==> src/rtl/fir_decimator.sv <==
// -----------------------------------------------------------------------------
// fir_decimator
//
// Downstream stage of the 32-tap FIR filter. Averages groups of DECIM =
// 2**DECIM_LOG2 accepted samples (accumulate-and-dump) and queues each average
// in a small FIFO that the next consumer drains through a valid/ready
// handshake. Upstream cannot be stalled, so a result that finds the FIFO full
// (and no pop on the same edge) is dropped and flagged on the sticky overflow.
//
// Optional build macro: FIR_DECIM_ROUND_EN
//   undefined : result = sum >> DECIM_LOG2 (truncation)
//   defined   : result = (sum + 2**(DECIM_LOG2-1)) >> DECIM_LOG2 (round half up)
//
// Ports:
//   clk         rising-edge clock
//   rst         asynchronous reset, active low
//   in_valid    in_data carries a filter output sample this cycle
//   in_data     filter output sample, unsigned
//   flush       synchronous discard of the partial accumulation
//   out_valid   FIFO holds at least one result
//   out_data    registered FIFO head
//   out_ready   consumer accepts the head
//   fifo_level  number of results stored
//   overflow    sticky: a result was dropped on a full FIFO
//   clr_ovf     synchronous clear of overflow (a same-edge drop wins)
//
// Output handshake: a result transfers on a rising edge where out_valid and
// out_ready are both 1. out_valid never depends on out_ready, and out_data
// holds steady while out_valid=1 and out_ready=0.
// -----------------------------------------------------------------------------
module fir_decimator #(
    parameter int DATA_WIDTH = 16,
    parameter int DECIM_LOG2 = 2,
    parameter int FIFO_DEPTH = 8
) (
    input  logic                        clk,
    input  logic                        rst,
    input  logic                        in_valid,
    input  logic [DATA_WIDTH-1:0]       in_data,
    input  logic                        flush,
    output logic                        out_valid,
    output logic [DATA_WIDTH-1:0]       out_data,
    input  logic                        out_ready,
    output logic [$clog2(FIFO_DEPTH):0] fifo_level,
    output logic                        overflow,
    input  logic                        clr_ovf
);

    localparam int ACC_W = DATA_WIDTH + DECIM_LOG2;
    localparam int PTR_W = $clog2(FIFO_DEPTH);
    localparam int LVL_W = PTR_W + 1;
    localparam logic [LVL_W-1:0] LVL_FULL = LVL_W'(FIFO_DEPTH);

    // Accumulator and phase
    logic [ACC_W-1:0]      acc;
    logic [DECIM_LOG2-1:0] phase;
    logic [ACC_W-1:0]      sum;
    logic [ACC_W-1:0]      sum_adj;
    logic [DATA_WIDTH-1:0] result;
    logic                  dump;

    // FIFO
    logic [DATA_WIDTH-1:0] mem [FIFO_DEPTH];
    logic [PTR_W-1:0]      wr_ptr;
    logic [PTR_W-1:0]      rd_ptr;
    logic [PTR_W-1:0]      rd_ptr_next;
    logic [LVL_W-1:0]      level;
    logic [LVL_W-1:0]      level_after_pop;
    logic [LVL_W-1:0]      level_next;
    logic [DATA_WIDTH-1:0] head_next;
    logic                  pop;
    logic                  push;
    logic                  drop;

    // ACC_W leaves DECIM_LOG2 bits of headroom, so a full group never wraps.
    assign sum = acc + ACC_W'(in_data);

`ifdef FIR_DECIM_ROUND_EN
    // Max sum + half LSB still shifts down to at most 2**DATA_WIDTH-1.
    localparam logic [ACC_W-1:0] HALF = ACC_W'(1) << (DECIM_LOG2 - 1);
    assign sum_adj = sum + HALF;
`else
    assign sum_adj = sum;
`endif

    assign result = DATA_WIDTH'(sum_adj >> DECIM_LOG2);

    // Last sample of a group; flush overrides it so nothing is pushed.
    assign dump = in_valid & ~flush & (&phase);

    assign out_valid  = (level != '0);
    assign fifo_level = level;
    assign pop        = out_valid & out_ready;

    // A full FIFO can still take the result if the head leaves on this edge.
    assign push = dump & ((level != LVL_FULL) | pop);
    assign drop = dump & (level == LVL_FULL) & ~pop;

    always_comb begin
        level_after_pop = level - LVL_W'(pop);
        level_next      = level_after_pop + LVL_W'(push);
        rd_ptr_next     = rd_ptr + PTR_W'(pop);
        head_next       = out_data;
        // Entries still stored after the pop were written on earlier edges,
        // so memory holds them; if nothing remains, the head can only be the
        // result being pushed right now.
        if (level_after_pop != '0) begin
            head_next = mem[rd_ptr_next];
        end else if (push) begin
            head_next = result;
        end
    end

    always_ff @(posedge clk or negedge rst) begin
        if (!rst) begin
            acc   <= '0;
            phase <= '0;
        end else if (flush) begin
            acc   <= '0;
            phase <= '0;
        end else if (in_valid) begin
            if (&phase) begin
                acc   <= '0;
                phase <= '0;
            end else begin
                acc   <= sum;
                phase <= phase + DECIM_LOG2'(1);
            end
        end
    end

    always_ff @(posedge clk) begin
        if (push) begin
            mem[wr_ptr] <= result;
        end
    end

    always_ff @(posedge clk or negedge rst) begin
        if (!rst) begin
            wr_ptr   <= '0;
            rd_ptr   <= '0;
            level    <= '0;
            out_data <= '0;
        end else begin
            if (push) begin
                wr_ptr <= wr_ptr + PTR_W'(1);
            end
            rd_ptr   <= rd_ptr_next;
            level    <= level_next;
            out_data <= head_next;
        end
    end

    always_ff @(posedge clk or negedge rst) begin
        if (!rst) begin
            overflow <= 1'b0;
        end else if (drop) begin
            overflow <= 1'b1;
        end else if (clr_ovf) begin
            overflow <= 1'b0;
        end
    end

endmodule

==> config.mk <==
export PLATFORM = sky130hd
export DESIGN_NAME = fir_decimator
export DESIGN_NICKNAME = d
export VERILOG_FILES = /design/src/rtl/fir_decimator.sv
export SDC_FILE = /design/constraint.sdc
export NUM_CORES = 1
export LEC_CHECK = 0
export ABC_AREA = 1
export CAP_MARGIN = 25
export CORE_MARGIN = 2
export CORE_UTILIZATION = 30
export CTS_BUF_LIST = sky130_fd_sc_hd__clkbuf_4 sky130_fd_sc_hd__clkbuf_8
export CTS_CLUSTER_SIZE = 10
export DETAILED_ROUTE_END_ITERATION = 7
export HOLD_SLACK_MARGIN = 0.05
export SLEW_MARGIN = 5
export SYNTH_ARGS = -nofsm -noshare
export SYNTH_HDL_FRONTEND = slang
export SYNTH_SLANG_ARGS = --single-unit
==> constraint.sdc <==
create_clock -name clk -period 2.95 [get_ports clk]
set_input_delay 0.59 -clock clk [delete_from_list [all_inputs] [get_ports clk]]
set_output_delay 0.59 -clock clk [all_outputs]
set_load 0.01 [all_outputs]
==> impl_metrics.csv, run 1 <==
group,metric,value,unit
global_routing,grt_pass1_vias,5742,
logic_synthesis,yosysTopAreaCell,"edfxtp_1",
setup_path,r2r-start,"fifo_level[0]$_DFF_PN0_",
floorplan,num_io_pins,44,
floorplan,num_rows,59,
sta,finalClockSkew,11.6,ps
setup_path,cpPeakStageDelay,450,ps
cts,clockBufferDepth,2,
cts,cts_tree,"done",
setup_path,crit_chain,"clkdlybuf4s50_1 > inv_1 > a31oi_1 > ha_1 > ha_1 > xor2_1 > nor2_1 > nand2_4 > buf_12 > inv_1 > o21ai_0 > o21ai_2 > nand2_1 > inv_1",
setup_path,cp_data_arrival_time,2950,ps
cells_and_area,final_layout_size_suffix_gt1_share,9.89,%
floorplan,die_y,168,um
sta,worstMarginPinSlew,964,ps
cells_and_area,n_antenna_cell,0,
setup_path,start_kind,"input port",
power,power_density,934,nW/um^2
sta,timing.fmax,387,MHz
logic_synthesis,ys_ff_latch,175,
power,pwr-share-comb,44.9,%
power,switching_share,40.1,%
power,vdd_ir_drop_max,0.743,mV
cts,cts_resized,0,
place,globalplace.congestion,0.928,
cts,numCtsBuffers,17,
routing,drtIter0Drc,486,
power,switching_power,3590,uW
floorplan,start_util,30.7,%
place,io_buffers,43,
cells_and_area,syn2layout_area_growth,19.4,%
routing,via_per_inst,4.75,
place,post-dp-hpwl,13.1,mm
routing,drt-total-wl,19.9,mm
logic_synthesis,syn-cell-area,8040,um^2
setup_path,critical_path_required,3320,ps
place,post-place-ws,-91.5,ps
global_routing,grt_max_degree,43,
global_routing,grt_use_total,14.7,%
power,clock_power_share,19.4,%
place,dp.cells,1173,
sta,finalSetupViolCount,0,
floorplan,die_area,28100,um^2
setup_path,crit_path_end_kind,"flip-flop",
routing,num_vias,5723,
global_routing,overflow,0,
cts,clk_latency,470,ps
logic_synthesis,synth.avg_cell_area,10.3,um^2
logic_synthesis,synth.area.top_cells,"edfxtp_1, dfrtp_1, nand2_1",
setup_path,crit_top_cell,"inv_1",
logic_synthesis,synth_ff_type,"edfxtp_1",
logic_synthesis,synth_edf_count,128,
setup_path,crit_family,"buffers and inverters",
job,maxCapViolCount,0,
setup_path,startpoint,"out_ready",
logic_synthesis,yosysTopAreaCellShare,47.8,%
floorplan,fp.dieW,168,um
sta,fin_crit,2580,ps
floorplan,core-area,26200,um^2
sta,relSlewSlack,35.5,%
routing,wire_per_inst,16.5,um
routing,route.detailed.drc,0,
power,p_seq_share,35.7,%
status,status,"complete, no violations",
sta,hold_violations,0,
cts,h-tree-depth,4,
cts,root_buffer,"clkbuf_8",
logic_synthesis,syn_nets,831,
logic_synthesis,synthMostInstantiatedCell,"nand2_1",
setup_path,worst-path-buf-inv,5,
logic_synthesis,async_flop_share,26.9,%
logic_synthesis,yosysSeqAreaShare,62.5,%
power,p_leak,0.00397,uW
cts,cts.sinks,175,
routing,ant_nets,0,
sta,finalSetupTns,0,ps
global_routing,antenna_found_initial,0,
routing,drtPass1Iterations,5,
setup_path,crit_type,"input port to flip-flop",
sta,setup_ws,369,ps
cts,postCtsHoldBufs,0,
sta,fin_crit_sh,87.5,%
power,p_int,5370,uW
logic_synthesis,synthCells,784,
cts,cts_setup_buffers,0,
sta,slew_viol_final,0,
logic_synthesis,synthTopCellsByCount,"nand2_1, edfxtp_1, nor2_1, inv_1, o21ai_0",
hold_path,hp-class,"input port to async pin",
global_routing,grt_pass1_wl,31.7,mm
setup_path,slowest_stage,"clkdlybuf4s50_1",
cells_and_area,fin_cells,1205,
logic_synthesis,synth_cell_types,39,
cells_and_area,nNetsFinal,904,
cts,clk_pin_slew_worst_paths,100,ps
logic_synthesis,synth_warnings,0,
sta,rsz0062_at_grt,"false",
setup_path,critPathMaxFanout,17,
[metrics by stage]
step / hold WS [ps] / instance area (um^2) / utilization (%) / power [uW]
after floorplan: 294 / 8040 / - / 5770
after global placement: 466 / 9180 / 35.0 / 7260
after detailed placement: 476 / 9180 / 35.0 / 7290
after CTS: 65.1 / 9590 / 36.6 / 9040
after global routing: 74.0 / 9590 / 36.6 / 9640
final: 73.1 / 9590 / 36.6 / 8960
[final cells by class]
cell class | instances | area [um^2]
sequential | 175 | 5020
multi-input combinational | 505 | 2590
fill | 2573 | 16600
timing repair buffer | 79 | 846
tap | 335 | 419
clock inverter | 14 | 176
inverter | 79 | 300
clock buffer | 18 | 241
[cell families (layout without fill, tap and decap cells)]
family | count (synthesis) | after routing | synth area share (%)
compound gates | 137 | 137 | 9.76
xor+xnor | 13 | 13 | 1.60
fa+ha+maj | 25 | 25 | 3.99
buf+inv | 104 | 190 | 5.34
flops | 175 | 175 | 62.5
simple gates | 330 | 330 | 16.9
[state kept, by name, summed over array words and instances (netlist names)]
name,count
mem,128
acc,18
out_data,16
fifo_level,4
rd_ptr,3
wr_ptr,3
phase,2
overflow,1
[worst reg2reg max path, stage by stage, from the launching register on]
cell and delay (ps):
dfrtp_1 390, inv_1 100, a31oi_1 340, ha_1 270, ha_1 170, xor2_1 190
nor2_1 100, nand2_4 130, buf_12 180, inv_1 80, o21ai_0 210, o21ai_2 110
nand2_1 100, inv_1 40
[cell usage in the layout, fill, tap and decap left out, types with 24 or more instances in the layout]
cell type / instances
nor2_1: 98
nand3_1: 51
clkdlybuf4s50_1: 42
o22ai_1: 29
dfrtp_1: 47
nand2_1: 169
buf_4: 24
o21ai_0: 74
edfxtp_1: 128
inv_1: 74
[metal layers]
layer  global-route usage (%)  vias up  part of all wire (%)
met5                        0        -                     0
met4                     3.78        0                  0.99
met3                     2.93       20                   5.2
met2                     24.3      160                    47
met1                     19.8     2729                    47
li1                         -     2814                     -
[path summary, 6_finish.rpt]
path / cells after the start / end / slack (ps)
setup / recovery: 14 / out_data[0]$_DFFE_PN0P_ / 370
hold / removal: 1 / fifo_level[3]$_DFF_PN0_ / 70
setup reg to reg: 13 / out_data[0]$_DFFE_PN0P_ / 460
hold reg to reg: 2 / acc[15]$_DFFE_PN0P_ / 500
max in group asynchronous: 2 / out_data[1]$_DFFE_PN0P_ / 2070
min in group clk: 2 / acc[15]$_DFFE_PN0P_ / 500
[power groups by stage]
stage / Sequential (uW) / Combinational, uW / Clock (uW)
3_3_place_gp: 3260 / 3990 / 0
4_1_cts: 3210 / 4050 / 1780
5_1_grt: 3230 / 4540 / 1870
2_1_floorplan: 3260 / 2510 / 0
3_5_place_dp: 3260 / 4030 / 0
6_report: 3200 / 4020 / 1740
(Power assumes the default switching activity.)
==> inputs of run 2 (changes only) <==
--- a/config.mk
+++ b/config.mk
@@ -6,7 +6,6 @@
 export NUM_CORES = 1
 export LEC_CHECK = 0
 export ABC_AREA = 1
-export CAP_MARGIN = 25
 export CORE_MARGIN = 2
 export CORE_UTILIZATION = 30
 export CTS_BUF_LIST = sky130_fd_sc_hd__clkbuf_4 sky130_fd_sc_hd__clkbuf_8
==> results of run 2 <==
The final DEF is identical to that of run 1; final timing and power are the same.
==> inputs of run 3 (changes only) <==
--- a/config.mk
+++ b/config.mk
@@ -12,6 +12,7 @@
 export CTS_CLUSTER_SIZE = 10
 export DETAILED_ROUTE_END_ITERATION = 7
 export HOLD_SLACK_MARGIN = 0.05
+export REMOVE_ABC_BUFFERS = 1
 export SLEW_MARGIN = 5
 export SYNTH_ARGS = -nofsm -noshare
 export SYNTH_HDL_FRONTEND = slang
==> impl_metrics.csv, run 3 (synthesis gave the netlist of run 1 again) <==
group,metric,value,unit
status,status,"complete, no violations",
global_routing,grt_pass1_wl,31.2,mm
setup_path,crit_path_end,"mem[5][6]$_DFFE_PP_",
power,vdd_ir_drop_max,0.386,mV
setup_path,cp_data_arrival_time,2670,ps
floorplan,core-area,26200,um^2
place,dp.cells,1178,
routing,drtIter0Drc,456,
routing,num_vias,5779,
place,globalplace.congestion,0.897,
global_routing,grtUsageMet3,2.69,%
routing,wire_per_inst,16.4,um
sta,slew_viol_final,0,
global_routing,overflow,0,
cells_and_area,reg.largest.list,"mem: 128 flops, acc: 18 flops, out_data: 16 flops",
cells_and_area,final_cell_mix,"nand2_1, edfxtp_1, nor2_1",
setup_path,ff2ff_path_depth,12,
cells_and_area,top_register,"mem",
cells_and_area,n_antenna_cell,0,
job,maxCapViolCount,0,
sta,fin_crit,2530,ps
setup_path,crit_path_end_kind,"flip-flop",
routing,via_per_inst,4.78,
cts,cts_setup_buffers,0,
cts,clk_latency,450,ps
floorplan,num_io_pins,44,
cts,h-tree-depth,4,
setup_path,rrSetupSlack,460,ps
place,post-dp-hpwl,13.7,mm
place,io_buffers,43,
cts,clk_pin_slew_worst_paths,100,ps
routing,drtPass1Iterations,6,
cts,cts_tree,"done",
sta,hold_violations,0,
cts,cts_resized,0,
cts,cts.sinks,175,
global_routing,grt_use_total,14.5,%
sta,rsz0062_at_grt,"false",
sta,fin_crit_sh,85.7,%
sta,finalSetupViolCount,0,
setup_path,startpoint,"in_data[0]",
floorplan,start_util,30.7,%
hold_path,hp-class,"input port to async pin",
sta,worstMarginPinSlew,931,ps
power,power,9030,uW
setup_path,crit_type,"input port to flip-flop",
sta,timing.fmax,395,MHz
global_routing,grt_max_degree,38,
power,p_leak,0.00398,uW
cells_and_area,largest_reg_flops,128,
floorplan,num_rows,59,
cells_and_area,fin_cells,1210,
cells_and_area,nNetsFinal,909,
global_routing,use_met2,23.1,%
power,power_density,943,nW/um^2
floorplan,die_y,168,um
global_routing,met1_usage,20.2,%
setup_path,r2r_end,"out_data[12]$_DFFE_PN0P_",
cells_and_area,syn2layout_area_growth,19.0,%
floorplan,fp.dieW,168,um
global_routing,busiest_layer,"met2",
cts,numCtsBuffers,17,
global_routing,grt_pass1_vias,5647,
cts,root_buffer,"clkbuf_8",
sta,relSlewSlack,37.7,%
routing,ant_nets,0,
routing,drt-total-wl,19.9,mm
global_routing,antenna_found_initial,0,
sta,finalClockSkew,12.3,ps
cells_and_area,final_util,36.5,%
cells_and_area,final_layout_size_suffix_gt1_share,10.3,%
routing,route.detailed.drc,0,
cts,clockBufferDepth,2,
setup_path,critPathMaxFanout,10,
floorplan,die_area,28100,um^2
cells_and_area,final_common_cell,"nand2_1",
cts,postCtsHoldBufs,0,
setup_path,r2r-start,"fifo_level[1]$_DFF_PN0_",
setup_path,critical_path_required,3090,ps
setup_path,start_kind,"input port",
==> run 3: metrics by stage <==
stage	hold WS [ps]	setup slack, ps	TNS [ps]	instance area [um^2]
after floorplan	294	-224	-3050	7910
after global routing	82.8	229	0	9570
after CTS	71.1	410	0	9570
final	77.5	421	0	9570
after global placement	468	-66.7	-297	9150
after detailed placement	470	-60.3	-1260	9150
==> run 3: power by group <==
part | internal (uW) | leakage, uW | total [uW] | switching [uW]
Clock | 852 | 0.000209 | 1760 | 904
Sequential | 3030 | 0.00174 | 3200 | 172
Combinational | 1530 | 0.00203 | 4070 | 2540
==> run 3: critical path: stages <==
cell and delay, ps:
clkdlybuf4s50_1 400, ha_1 220, fa_1 420, nand3_1 110, nand2_1 110, nand2_1 80, nand2_1 70, xor2_1 660
==> run 3: final cells by class <==
type,count,area [um^2]
fillers,2609,16600
flip-flops and latches,175,5020
multi-input cells,505,2590
repair buffers,84,821
well taps,335,419
inverters,79,300
clock buffers,17,234
clock inverters,15,185
==> run 3: worst min-delay path by stage <==
| stage | from | endpoint | slack (ps) |
|---|---|---|---|
| 2_1_floorplan | rst | acc[0]$_DFFE_PN0P_ | 290 |
| 3_3_place_gp | acc[13]$_DFFE_PN0P_ | acc[13]$_DFFE_PN0P_ | 470 |
| 3_5_place_dp | acc[13]$_DFFE_PN0P_ | acc[13]$_DFFE_PN0P_ | 470 |
| 4_1_cts | rst | fifo_level[0]$_DFF_PN0_ | 70 |
| 5_1_grt | rst | fifo_level[0]$_DFF_PN0_ | 80 |
| 6_report | rst | fifo_level[0]$_DFF_PN0_ | 80 |
==> run 3: metal layers <==
metal  vias to the layer above  wire length, um
li1                       2835                -
met4                         0              331
met1                      2773             9510
met2                       146             9150
met5                         -                0
met3                        25              897
